===== src/rtl/ff_seq_pkg.sv =====
`default_nettype none
// ============================================================================
//  Package     : ff_seq_pkg
//  Description : Shared types and helpers for feed_forward_layer_sequencer.
//                Holds the sequencer state encoding and the address-width
//                helpers used to size the RAM and output-buffer ports.
//  Revision    : 1.0 - initial release
// ============================================================================
package ff_seq_pkg;

  typedef enum logic [1:0] {
    IDLE = 2'd0,
    FEED = 2'd1,
    WAIT = 2'd2,
    DONE = 2'd3
  } seq_state_t;

  // Address width for a memory of the given depth, never narrower than 1 bit.
  function automatic int addr_width(input int depth);
    if (depth <= 1) return 1;
    return $clog2(depth);
  endfunction

  function automatic int in_addr_width(input int n);
    return addr_width(n);
  endfunction

  function automatic int w_addr_width(input int n, input int m);
    return addr_width(n * m);
  endfunction

  function automatic int out_addr_width(input int m);
    return addr_width(m);
  endfunction

endpackage
`default_nettype wire


===== src/rtl/feed_forward_layer_sequencer.sv =====
`default_nettype none
// ============================================================================
//  Module      : feed_forward_layer_sequencer
//  Description : Runs one fully-connected layer through a shared serial
//                node. For each output neuron j it streams N (weight, data)
//                pairs read from synchronous RAMs (latency 1), waits for the
//                node result and writes it to the output buffer at j.
//  Ports       : clk, rst_n          - clock, synchronous active-low reset
//                i_start             - start pulse (accepted only when idle)
//                o_busy/o_done       - run in progress / end-of-run pulse
//                o_error             - sticky: node result arrived mid-feed
//                o_rd_en, o_*_addr   - RAM read strobe and addresses
//                i_*_rdata           - RAM read data
//                o_node_*            - pair stream to the node
//                i_node_valid/data   - node result
//                o_out_wr_en/addr/data - output-buffer write port
//  Revision    : 1.0 - initial release
// ============================================================================
module feed_forward_layer_sequencer
  import ff_seq_pkg::*;
#(
  parameter int DATA_WIDTH            = 32,
  parameter int NUMBER_OF_INPUT_NODE  = 3,
  parameter int NUMBER_OF_OUTPUT_NODE = 32,
  localparam int IN_ADDR_W  = in_addr_width(NUMBER_OF_INPUT_NODE),
  localparam int W_ADDR_W   = w_addr_width(NUMBER_OF_INPUT_NODE, NUMBER_OF_OUTPUT_NODE),
  localparam int OUT_ADDR_W = out_addr_width(NUMBER_OF_OUTPUT_NODE)
) (
  input  logic                  clk,
  input  logic                  rst_n,
  input  logic                  i_start,
  output logic                  o_busy,
  output logic                  o_done,
  output logic                  o_error,
  output logic                  o_rd_en,
  output logic [IN_ADDR_W-1:0]  o_data_addr,
  output logic [W_ADDR_W-1:0]   o_weight_addr,
  input  logic [DATA_WIDTH-1:0] i_data_rdata,
  input  logic [DATA_WIDTH-1:0] i_weight_rdata,
  output logic                  o_node_valid,
  output logic [DATA_WIDTH-1:0] o_node_data,
  output logic [DATA_WIDTH-1:0] o_node_weight,
  input  logic                  i_node_valid,
  input  logic [DATA_WIDTH-1:0] i_node_data,
  output logic                  o_out_wr_en,
  output logic [OUT_ADDR_W-1:0] o_out_addr,
  output logic [DATA_WIDTH-1:0] o_out_data
);

  localparam logic [IN_ADDR_W-1:0]  LAST_I = IN_ADDR_W'(NUMBER_OF_INPUT_NODE - 1);
  localparam logic [OUT_ADDR_W-1:0] LAST_J = OUT_ADDR_W'(NUMBER_OF_OUTPUT_NODE - 1);

  seq_state_t            state, state_d;
  logic [IN_ADDR_W-1:0]  i_d;
  logic [W_ADDR_W-1:0]   waddr_d;
  logic [OUT_ADDR_W-1:0] j_cnt, j_d;
  logic                  error_d;
  logic                  wr_d;
  logic [OUT_ADDR_W-1:0] out_addr_d;
  logic [DATA_WIDTH-1:0] out_data_d;

  // The address outputs are the i / weight counters themselves, so in FEED
  // they are valid in the same cycles as the read strobe.
  assign o_rd_en       = (state == FEED);
  // o_done is registered one cycle after DONE while the state is already
  // IDLE; busy covers that cycle so the run is reported complete only after
  // the done pulse has been seen.
  assign o_busy        = (state != IDLE) || o_done;
  assign o_node_data   = i_data_rdata;
  assign o_node_weight = i_weight_rdata;

  always_comb begin
    state_d    = state;
    i_d        = o_data_addr;
    waddr_d    = o_weight_addr;
    j_d        = j_cnt;
    error_d    = o_error;
    wr_d       = 1'b0;
    out_addr_d = o_out_addr;
    out_data_d = o_out_data;
    unique case (state)
      IDLE: begin
        // A start coinciding with the trailing done pulse is treated as
        // arriving while busy and is dropped.
        if (i_start && !o_done) begin
          state_d = FEED;
          i_d     = '0;
          j_d     = '0;
          waddr_d = '0;
          error_d = 1'b0;
        end
      end
      FEED: begin
        // The weight address runs continuously across neurons, so after the
        // last pair of neuron j it already points at (j+1)*N.
        waddr_d = o_weight_addr + 1'b1;
        if (o_data_addr == LAST_I) begin
          i_d     = '0;
          state_d = WAIT;
        end else begin
          i_d = o_data_addr + 1'b1;
        end
        if (i_node_valid) error_d = 1'b1;
      end
      WAIT: begin
        if (i_node_valid) begin
          wr_d       = 1'b1;
          out_addr_d = j_cnt;
          out_data_d = i_node_data;
          if (j_cnt == LAST_J) begin
            state_d = DONE;
          end else begin
            j_d     = j_cnt + 1'b1;
            state_d = FEED;
          end
        end
      end
      DONE: begin
        state_d = IDLE;
      end
      default: begin
        state_d = IDLE;
      end
    endcase
  end

  always_ff @(posedge clk) begin
    if (!rst_n) begin
      state         <= IDLE;
      o_data_addr   <= '0;
      o_weight_addr <= '0;
      j_cnt         <= '0;
      o_error       <= 1'b0;
      o_done        <= 1'b0;
      o_node_valid  <= 1'b0;
      o_out_wr_en   <= 1'b0;
      o_out_addr    <= '0;
      o_out_data    <= '0;
    end else begin
      state         <= state_d;
      o_data_addr   <= i_d;
      o_weight_addr <= waddr_d;
      j_cnt         <= j_d;
      o_error       <= error_d;
      o_done        <= (state == DONE);
      // RAM read latency is one cycle; delaying the strobe aligns the valid
      // with the returned pair.
      o_node_valid  <= o_rd_en;
      o_out_wr_en   <= wr_d;
      o_out_addr    <= out_addr_d;
      o_out_data    <= out_data_d;
    end
  end

endmodule
`default_nettype wire


===== config.mk =====
export PLATFORM = sky130hd
export DESIGN_NAME = feed_forward_layer_sequencer
export DESIGN_NICKNAME = d
export VERILOG_FILES = /design/src/rtl/ff_seq_pkg.sv /design/src/rtl/feed_forward_layer_sequencer.sv
export SDC_FILE = /design/constraint.sdc
export NUM_CORES = 1
export LEC_CHECK = 0
export BUFFER_PORTS_ARGS = -buffer_cell sky130_fd_sc_hd__buf_2
export CAP_MARGIN = 10
export CORE_ASPECT_RATIO = 0.7
export CORE_MARGIN = 2
export CORE_UTILIZATION = 37
export DETAILED_ROUTE_END_ITERATION = 16
export MAX_ROUTING_LAYER = met4
export PLACE_DENSITY = 0.76
export SETUP_SLACK_MARGIN = 0.5
export SLEW_MARGIN = 30
export SYNTH_ARGS = -nofsm -noshare
export SYNTH_HDL_FRONTEND = slang
export SYNTH_SLANG_ARGS = --single-unit

===== constraint.sdc =====
create_clock -name clk -period 3.05 [get_ports clk]
set_input_delay 0.61 -clock clk [delete_from_list [all_inputs] [get_ports clk]]
set_output_delay 0.61 -clock clk [all_outputs]
set_load 0.02 [all_outputs]

==> metrics.md, run 1 <==
| Metric | Value |
|---|---|
| H-tree levels | 3 |
| Fraction of layout cells with a size suffix above 1 | 30.5% |
| Worst-path clk slew | 0.06 ns |
| Layout Utilization | 41.0% |
| WL/cell | about 13 um |
| Pre-antenna DRT Iters | 4 |
| HP Class | reg -> reg |
| Clk_skew | roughly 0.0093 ns |
| Max-cap violations | 0 |
| Vias in the first global route | approximately 2,000 |
| Clock latency on the worst-skew pair | 0.33 ns |
| Largest delay contributor family on the critical path | buffers and inverters |
| Leak Pwr | 1.28 nW |
| Post-synthesis cell type count | 34 |
| Kind of critical path | reg -> out |
| Seq cells post-synth | between 50 and 60 |
| Remaining global-route overflow | 0 |
| CP Max Fanout | 11 |
| Core Area | about 0.0073 mm^2 |
| Clock sink count | between 50 and 60 |
| HPWL after DPL | just over 4000 um |
| Worst-path cell chain | nand2b_1 -> clkinv_1 -> buf_2 |
| Final antenna-violating net count | 0 |
| Die span in y | around 76 um |
| Die width | 107 um |
| Sequential share of the synthesized area | between 40% and 50% |
| Total CTS buffers | 9 |
| Fmax achieved | 0.436 GHz |
| Largest net degree at the start of global routing | 56 |
| CP bufs+invs | 2 |
| Final WL | 5770 um |
| DR vias | 2,130 |
| Pins over their slew limit | 0 |
| Worst Path Required | between 2 and 2.5 ns |
| Slew HR | between 40% and 50% |
| Synthesis-to-layout area growth | 7.56% |
| Tightest Pin Transition | 0.777 ns |
| PD cells | 517 mW/mm^2 |
| Critical path arrival | roughly 1.7 ns |
| Post-layout minimum cycle time | 2.30 ns |
| Rows | 26 |
| Fillers | just under 800 |
| Final Hold Fails | 0 |
| # setup viols final | 0 |
| Port buffer count | 87 |
| Crit path capture type | output port |
| CP Launch Type | flip-flop |
| Post-Synthesis Cell Area | between 0.002 and 0.003 mm^2 |
| Num ports | about 220 |
| CTS tree | yes |
| Slowest CP cell | dfxtp_2 |
| Post-Syn Nets | 431 |
| CTS Hold Bufs | 0 |
| First-pass GRT wire length | 9230 um |
| IR drop worst, VDD | 0.256 mV |
| Setup TNS | 0 ns |
| Die Footprint | 0.00819 mm^2 |
| GRT Util Overall | between 10% and 20% |
| GPL Wtd Cong | 0.766 |
| DP Worst Slack | around 1 ns |
| Syn. warnings | 0 |
| Avg Cell Area, Syn | between 8 and 9 um^2 |
| Tot Pwr | ~1.5 mW |
| RSZ-0062 raised after global routing | false |
| Clk buf depth | 2 |
| Gate Count Post-Synth | approximately 330 |
| Nets@finish | roughly 450 |
| Starting Density | 38.1% |
| Final worst-path cycle share | between 70% and 80% |
| CP peak stage delay | about 0.44 ns |
| Initial antenna violation count | 0 |
| Vias/cell | around 4.7 |
| Status | complete, no violations |
| Final WS setup | 0.755 ns |
| Root buf cell | clkbuf_8 |
| Remaining DRCs | 0 |
| # diodes | 0 |
| DRT iter0 DRCs | 85 |
what timing repair did:
| action | 4_1_cts | 5_1_grt |
|---|---|---|
| resized for setup | 0 | 1 |
| buffers inserted | 0 | 0 |
| hold endpoints to repair | 0 | 0 |
| setup endpoints to repair | 0 | 1 |
final timing paths:
check,startpoint,to,slack [ns],cells past startpoint
worst min-delay path,o_out_data[14],o_out_data[14],0.46,2
worst max register to register,state[0],o_out_data[5],1.07,5
worst min register to register,o_out_data[14],o_out_data[14],0.46,2
worst max-delay path,state[1],o_rd_en,0.75,3
tightest hold or removal path: cells and delay by family, from the launching register on:
kind	cells	cell delay, ns
AO/OA/AOI/OAI	1	0.06
flip-flops	1	0.31
AND/OR/NAND/NOR	1	0.04
report_power, final:
| part | switching, mW | leakage [nW] | total (mW) | internal, mW |
|---|---|---|---|---|
| sequential | 0.00811 | 0.460 | 0.759 | 0.751 |
| clock | 0.287 | 0.0974 | 0.685 | 0.398 |
| combinational | 0.0501 | 0.723 | 0.0936 | 0.0436 |
sequential cells by signal, indices dropped and copies added (netlist names):
signal,cells
o_weight_addr,7
o_node_valid,1
o_error,1
state,2
o_out_data,32
o_out_addr,5
o_out_wr_en,1
o_data_addr,2
j_cnt,5
o_done,1
placed cells by master, fill, tap and decap left out, types with 3 or more instances in the layout:
cell type	Yosys	final
a21boi_0	39	39
a21oi_1	10	10
and2_1	3	3
and3_1	3	3
buf_2	8	87
buf_4	65	3
clkbuf_1	6	3
clkbuf_8	0	10
dfxtp_1	57	56
ha_1	3	3
nand2_1	80	80
nand3_1	3	3
nor2_1	5	5
nor2b_1	9	9
nor3_1	3	3
o21ai_0	9	9
kinds of logic (layout without fill, tap and decap cells):
logic type | after synthesis | count (layout) | synth area share (%)
simple gates | 118 | 118 | 19.7
buf+inv | 82 | 108 | 20.6
compound gates | 65 | 65 | 16.0
flops | 57 | 57 | 41.3
fa+ha+maj | 3 | 3 | 1.36
mux | 2 | 2 | 0.724
xor+xnor | 1 | 1 | 0.317
cell type report:
class | count | area, um^2 | area share, %
clock inverter | 3 | 40.0 | 1.35
timing repair buffer | 90 | 458 | 15.4
inverter | 2 | 7.51 | 0.253
multi-input combinational | 189 | 1050 | 35.4
clock buffer | 13 | 149 | 5.01
tap | 98 | 123 | 4.12
sequential | 57 | 1140 | 38.4
synthesized netlist by cell type, drive strengths merged:
cell type	number	area (um^2)
nand2	80	300
buf	74	539
dfxtp	57	1140
a21boi	39	293
a21oi	10	50.1
nor2b	9	56.3
o21ai	9	45.0
clkbuf	6	22.5
nor2	6	25.0
and2	3	18.8
and3	3	18.8
ha	3	37.5
nand3	3	15.0
nor3	3	15.0
a31oi	2	12.5
mux2i	2	20.0
nand2b	2	12.5
nand4	2	12.5
nor3b	2	15.0
or3	2	12.5
a22oi	1	7.51
and2b	1	7.51
and4bb	1	12.5
clkinv	1	3.75
inv	1	3.75
nor4b	1	23.8
o211a	1	10.0
o21ba	1	10.0
o21bai	1	7.51
o22ai	1	6.26
xor2	1	8.76
metrics by stage:
stage               instances  hold slack [ns]  area (um^2)
CTS                       452            0.465         2970
global route              452            0.494         2970
detailed placement        436            0.456         2780
floorplan                 328            0.455         2760
global placement          436            0.449         2780
finish                    452            0.461         2970
layer usage:
metal | global-route usage (%) | vias up | wire [um] | part of all wire [%]
li1 | - | 1049 | - | -
met2 | 22.1 | 85 | 2560 | 44
met4 | 5.06 | 0 | 111 | 1.9
met3 | 8.30 | 22 | 508 | 8.8
met5 | - | - | 0 | 0
met1 | 16.8 | 974 | 2590 | 45
No activity file was read; power rests on OpenSTA's default activity.
==> run 2, diff against run 1 <==
- CORE_UTILIZATION: 37 -> 36
- PLACE_DENSITY: 0.76 -> 0.77
- clock period: 3.05 -> 1.9 ns (I/O delays scaled with it)
==> run 2 against run 1 <==
Utilization increased by 6.2 points. Routed wire length is 19% higher. Power grew 64%. Global-route usage is 0.71 points higher. Setup slack got worse by 0.59 ns. Die area increased by 2.7%. Clock-buffer cell count is 3 lower. Register-to-register slack got worse by 0.90 ns. Final area grew 17%. First-iteration DRC count is 15% higher. Sequential cell count stayed put. Hold slack worse by 0.17 ns. Critical endpoint is now j_cnt[3].
==> metrics.md, run 2 (synthesis results as in run 1) <==
| Metric | Value |
|---|---|
| Die width | ~110 um |
| FF+latch area | about 0.0012 mm^2 |
| Max FFs per register | 32 |
| Vias in the first global route | 2,084 |
| Kind of critical path | reg -> reg |
| Root buf cell | clkbuf_8 |
| CP Max Fanout | 3 |
| Clk_skew | 0.00607 ns |
| Remaining global-route overflow | 0 |
| Fmax achieved | 0.577 GHz |
| Worst Path Required | around 2.2 ns |
| Slew HR | 70.5% |
| Clock sink count | 57 |
| Port buffer count | 87 |
| Multi-input logic area | 0.00125 mm^2 |
| Commonest non-fill, non-tap cell in the layout | buf_2 |
| # setup viols final | 0 |
| GPL Wtd Cong | slightly below 0.8 |
| Starting Density | a little under two fifths |
| Synthesis-to-layout area growth | 26.0% |
| Part of the power in the clock network | between 40% and 50% |
| WL/cell | around 14 um |
| Most frequent cells in the layout | buf_2 (85), nand2_1 (65), dfxtp_1 (53) |
| GRT Util Overall | approximately 16% |
| DR vias | approximately 2,300 |
| First-pass GRT wire length | around 10000 um |
| Nets@finish | between 400 and 500 |
| Num ports | between 200 and 250 |
| Clock latency on the worst-skew pair | 0.33 ns |
| Initial antenna violation count | 0 |
| Fillers | a little under 700 |
| Placed cell area | between 0.002 and 0.003 mm^2 |
| Final worst-path cycle share | 91.3% |
| H-tree levels | 3 |
| Die span in y | between 70 and 80 um |
| Pins over their slew limit | 0 |
| Vias/cell | approximately 4.8 |
| CP Launch Type | flip-flop |
| Placed Cells | 440 |
| Critical path arrival | around 2 ns |
| Worst-path clk slew | roughly 0.06 ns |
| PD cells | around 730 mW/mm^2 |
| Crit path capture type | flip-flop |
| HP Class | in -> reg |
| DRT iter0 DRCs | 98 |
| Core Area | 0.00738 mm^2 |
| Internal Power | 1.94 mW |
| Post-route cell area | about 0.0035 mm^2 |
| Post-layout minimum cycle time | 1.73 ns |
| Total CTS buffers | 9 |
| Non-Filler Instances | about 470 |
| Leak Pwr | 1.57 nW |
| Final antenna-violating net count | 0 |
| Largest registers | o_out_data x32, o_weight_addr x7 |
| Comb pwr share | between 8 and 9% |
| Status | complete, no violations |
| Reg power frac | 47.9% |
| Final WL | between 6000 and 7000 um |
| Max-cap violations | 0 |
| CTS tree | yes |
| Switching Share | around a quarter |
| # diodes | 0 |
| Tot Pwr | 2.53 mW |
| CTS Hold Bufs | 0 |
| Die Footprint | about 0.0084 mm^2 |
| Pre-antenna DRT Iters | 4 |
| Clk buf depth | 2 |
| IR drop worst, VDD | roughly 0.41 mV |
| Largest net degree at the start of global routing | 30 |
| HPWL after DPL | 4160 um |
| Rows | 26 |
| Setup TNS | 0 ns |
| WHS | ~0.29 ns |
| Tightest Pin Transition | ~0.44 ns |
| Fraction of layout cells with a size suffix above 1 | 45.5% |
| Remaining DRCs | 0 |
| Largest Register | o_out_data |
| RSZ-0062 raised after global routing | true |
| Switching Power | a little under 600 uW |
| Final Hold Fails | 0 |
-- run 2: repair_timing --
action / in CTS / in global routing
endpoints found under the hold margin: 0 / 0
cloned: 1 / 4
pin swaps: 1 / 29
gates resized for setup: 16 / 80
setup buffers: 10 / 3
endpoints found under the setup margin: 44 / 45
-- run 2: path summary, 6_finish.rpt --
kind / start / endpoint / slack (ns) / depth (start not counted)
max reg2reg: j_cnt[1] / j_cnt[3] / 0.17 / 7
min reg2reg: o_out_data[8] / o_out_data[8] / 0.45 / 2
max: j_cnt[1] / j_cnt[3] / 0.17 / 7
min: i_node_data[12] / o_out_data[12] / 0.29 / 3
-- run 2: power by group through the flow --
stage / sequential [mW] / combinational [mW] / clock (mW)
global route: 1.21 / 0.227 / 1.20
CTS: 1.21 / 0.178 / 1.15
finish: 1.21 / 0.211 / 1.11
global placement: 1.24 / 0.156 / 0
detailed placement: 1.25 / 0.158 / 0
floorplan: 1.25 / 0.282 / 0
-- run 2: cell type report --
class,count,share of cell area (%)
Clock buffer,10,3.95
Clock inverter,6,1.65
Inverter,2,0.287
Multi-Input combinational cell,189,35.8
Sequential cell,57,33.2
Tap cell,98,3.52
Timing Repair Buffer,112,21.6
-- run 2: worst max-delay path: stages (launching register included) --
cell and delay, ns:
dfxtp_4 0.35, ha_4 0.15, and3_4 0.18, ha_4 0.15, and4bb_2 0.33, nor2_4 0.05, or3_1 0.34, a21oi_2 0.12
-- run 2: metal layers --
layer,global-route usage (%),wire length (um)
met4,5.77,94
met2,22.1,3120
met1,18.8,3070
met3,7.82,557
met5,-,0
-- run 2: stage by stage --
step                util [%]  setup WS (ns)
finish                  47.2          0.166
global route            47.2          0.118
CTS                     43.3          0.166
detailed placement      38.7          0.129
global placement        38.7          0.202
floorplan                  -          0.248
==> run 3, diff against run 2 <==
- CELL_PAD_IN_SITES_DETAIL_PLACEMENT: unset -> 1
- CELL_PAD_IN_SITES_GLOBAL_PLACEMENT: unset -> 1
- CORE_UTILIZATION: 36 -> 24
- PLACE_DENSITY: 0.77 -> unset
- PLACE_DENSITY_LB_ADDON: unset -> 0.1
==> run 3 against run 2 <==
Setup slack improved by 0.012 ns. Sequential share of layout area decreased by 3.9 points. Clock-buffer cell count increased by 1. Cell count increased by 14%. Power increased by 28%. Critical endpoint unchanged.
==> metrics.md, run 3 (synthesis results as in run 1) <==
| Metric | Value |
|---|---|
| Status | complete, no violations |
| # setup viols final | 0 |
| CTS Hold Bufs | 0 |
| Largest registers | o_out_data x32, o_weight_addr x7 |
| WL/cell | around 16 um |
| Uppermost layer routed | met4 |
| Crit path capture type | flip-flop |
| Core Area | roughly 0.011 mm^2 |
| CP Max Fanout | 3 |
| Max-cap violations | 0 |
| Slew HR | roughly 74% |
| WL met1 | between 3000 and 4000 um |
| H-tree levels | 3 |
| IR drop worst, VDD | between 0.3 and 0.4 mV |
| Total CTS buffers | 9 |
| Root buf cell | clkbuf_16 |
| Final Hold Fails | 0 |
| Final worst-path cycle share | 90.7% |
| Critical path arrival | a little under 2 ns |
| Fillers | 1,299 |
| CTS tree | yes |
| Clk_skew | about 0.0083 ns |
| Placed Cells | roughly 500 |
| Remaining DRCs | 0 |
| RSZ-0062 raised after global routing | true |
| # diodes | 0 |
| Remaining global-route overflow | 0 |
| Setup TNS | 0 ns |
| Synthesis-to-layout area growth | 42.9% |
| DR WL met3 | around 570 um |
| Worst Path Required | about 2.2 ns |
| Rows | 32 |
| Clock latency on the worst-skew pair | ~0.33 ns |
| Vias in the first global route | roughly 2,300 |
| Post-layout minimum cycle time | 1.72 ns |
| Initial antenna violation count | 0 |
| Most frequent cells in the layout | buf_2 (85), dfxtp_1 (53), nand2_1 (44) |
| Pre-antenna DRT Iters | 4 |
| HPWL after DPL | about 5100 um |
| Worst-path clk slew | 0.05 ns |
| Non-Filler Instances | ~540 |
| GPL Wtd Cong | 0.725 |
| Final WL | 8650 um |
| Metal2 WL | roughly 3900 um |
| Die Footprint | between 0.01 and 0.015 mm^2 |
| DRT iter0 DRCs | 80 |
| Largest Register | o_out_data |
| DR vias | about 2,300 |
| Nets@finish | 483 |
| Leak Pwr | between 1.5 and 2 nW |
| PD cells | 820 mW/mm^2 |
| Fmax achieved | around 0.58 GHz |
| HP Class | in -> reg |
| Kind of critical path | reg -> reg |
| Port buffer count | 87 |
| Largest net degree at the start of global routing | 38 |
| First-pass GRT wire length | approximately 12,000 um |
| GRT Util Overall | 13.4% |
| Clock sink count | 57 |
| Die width | around 130 um |
| Pins over their slew limit | 0 |
| Num ports | ~220 |
| Max FFs per register | 32 |
| Layout Utilization | a little over a third |
| Commonest non-fill, non-tap cell in the layout | buf_2 |
| Starting Density | between 20% and 30% |
| Vias/cell | around 4.3 |
| Fraction of layout cells with a size suffix above 1 | 54.3% |
| Reg2reg setup slack | between 0.15 and 0.2 ns |
| Die span in y | around 94 um |
| Final antenna-violating net count | 0 |
| Clk buf depth | 2 |
| Tightest Pin Transition | slightly below 0.4 ns |
| CP Launch Type | flip-flop |
## run 3: changes by cell type in the layout (fill, tap and decap cells not counted), sizes merged
cell	change
bufinv	+1
clkbuf	+2
buf	+8
clkinv	-2
## run 3: cell type report
| type | count | area, um^2 | share of cell area [%] |
|---|---|---|---|
| flip-flops and latches | 57 | 1160 | 29.3 |
| well taps | 153 | 191 | 4.85 |
| clock buffers | 11 | 253 | 6.40 |
| clock inverters | 5 | 77.6 | 1.96 |
| multi-input cells | 189 | 1370 | 34.8 |
| repair buffers | 121 | 890 | 22.5 |
| inverters | 2 | 7.51 | 0.190 |
## run 3: per-stage QoR
stage | power, mW | instance area [um^2] | setup slack, ns | hold WS, ns
2_1_floorplan | 1.53 | 2800 | 0.248 | 0.460
3_3_place_gp | 1.42 | 2940 | 0.187 | 0.446
3_5_place_dp | 1.42 | 2940 | 0.153 | 0.457
4_1_cts | 3.26 | 3490 | 0.203 | 0.287
5_1_grt | 3.37 | 3950 | 0.102 | 0.279
6_report | 3.24 | 3950 | 0.178 | 0.285
## run 3: power by group
group	switching (mW)	internal (mW)
clock network	0.586	1.21
logic	0.116	0.110
registers	0.0101	1.20
total	0.712	2.53
## run 3: final timing paths
path / startpoint / to / cells after the start
max: j_cnt[1] / j_cnt[3] / 7
min: i_node_data[31] / o_out_data[31] / 3
max reg2reg: j_cnt[1] / j_cnt[3] / 7
min reg2reg: o_out_addr[3] / o_out_addr[3] / 2
## run 3: per-layer routing
metal | up-vias | GRT usage [%]
met5 | - | -
met2 | 66 | 19.2
met4 | 0 | 8.78
met3 | 40 | 4.91
li1 | 1121 | -
met1 | 1094 | 15.9
## run 3: what timing repair did
item,4_1_cts,5_1_grt
setup buffers,11,8
pin swaps,2,36
resized for setup,25,117
endpoints found under the setup margin,49,46
gates cloned,2,5
## run 3: worst max-delay path, cell delays in order (launching register included)
cell	delay, ns
dfxtp_4	0.35
ha_4	0.15
and3_4	0.18
ha_4	0.15
and4bb_2	0.33
nor2_4	0.05
or3_4	0.34
a21oi_2	0.11
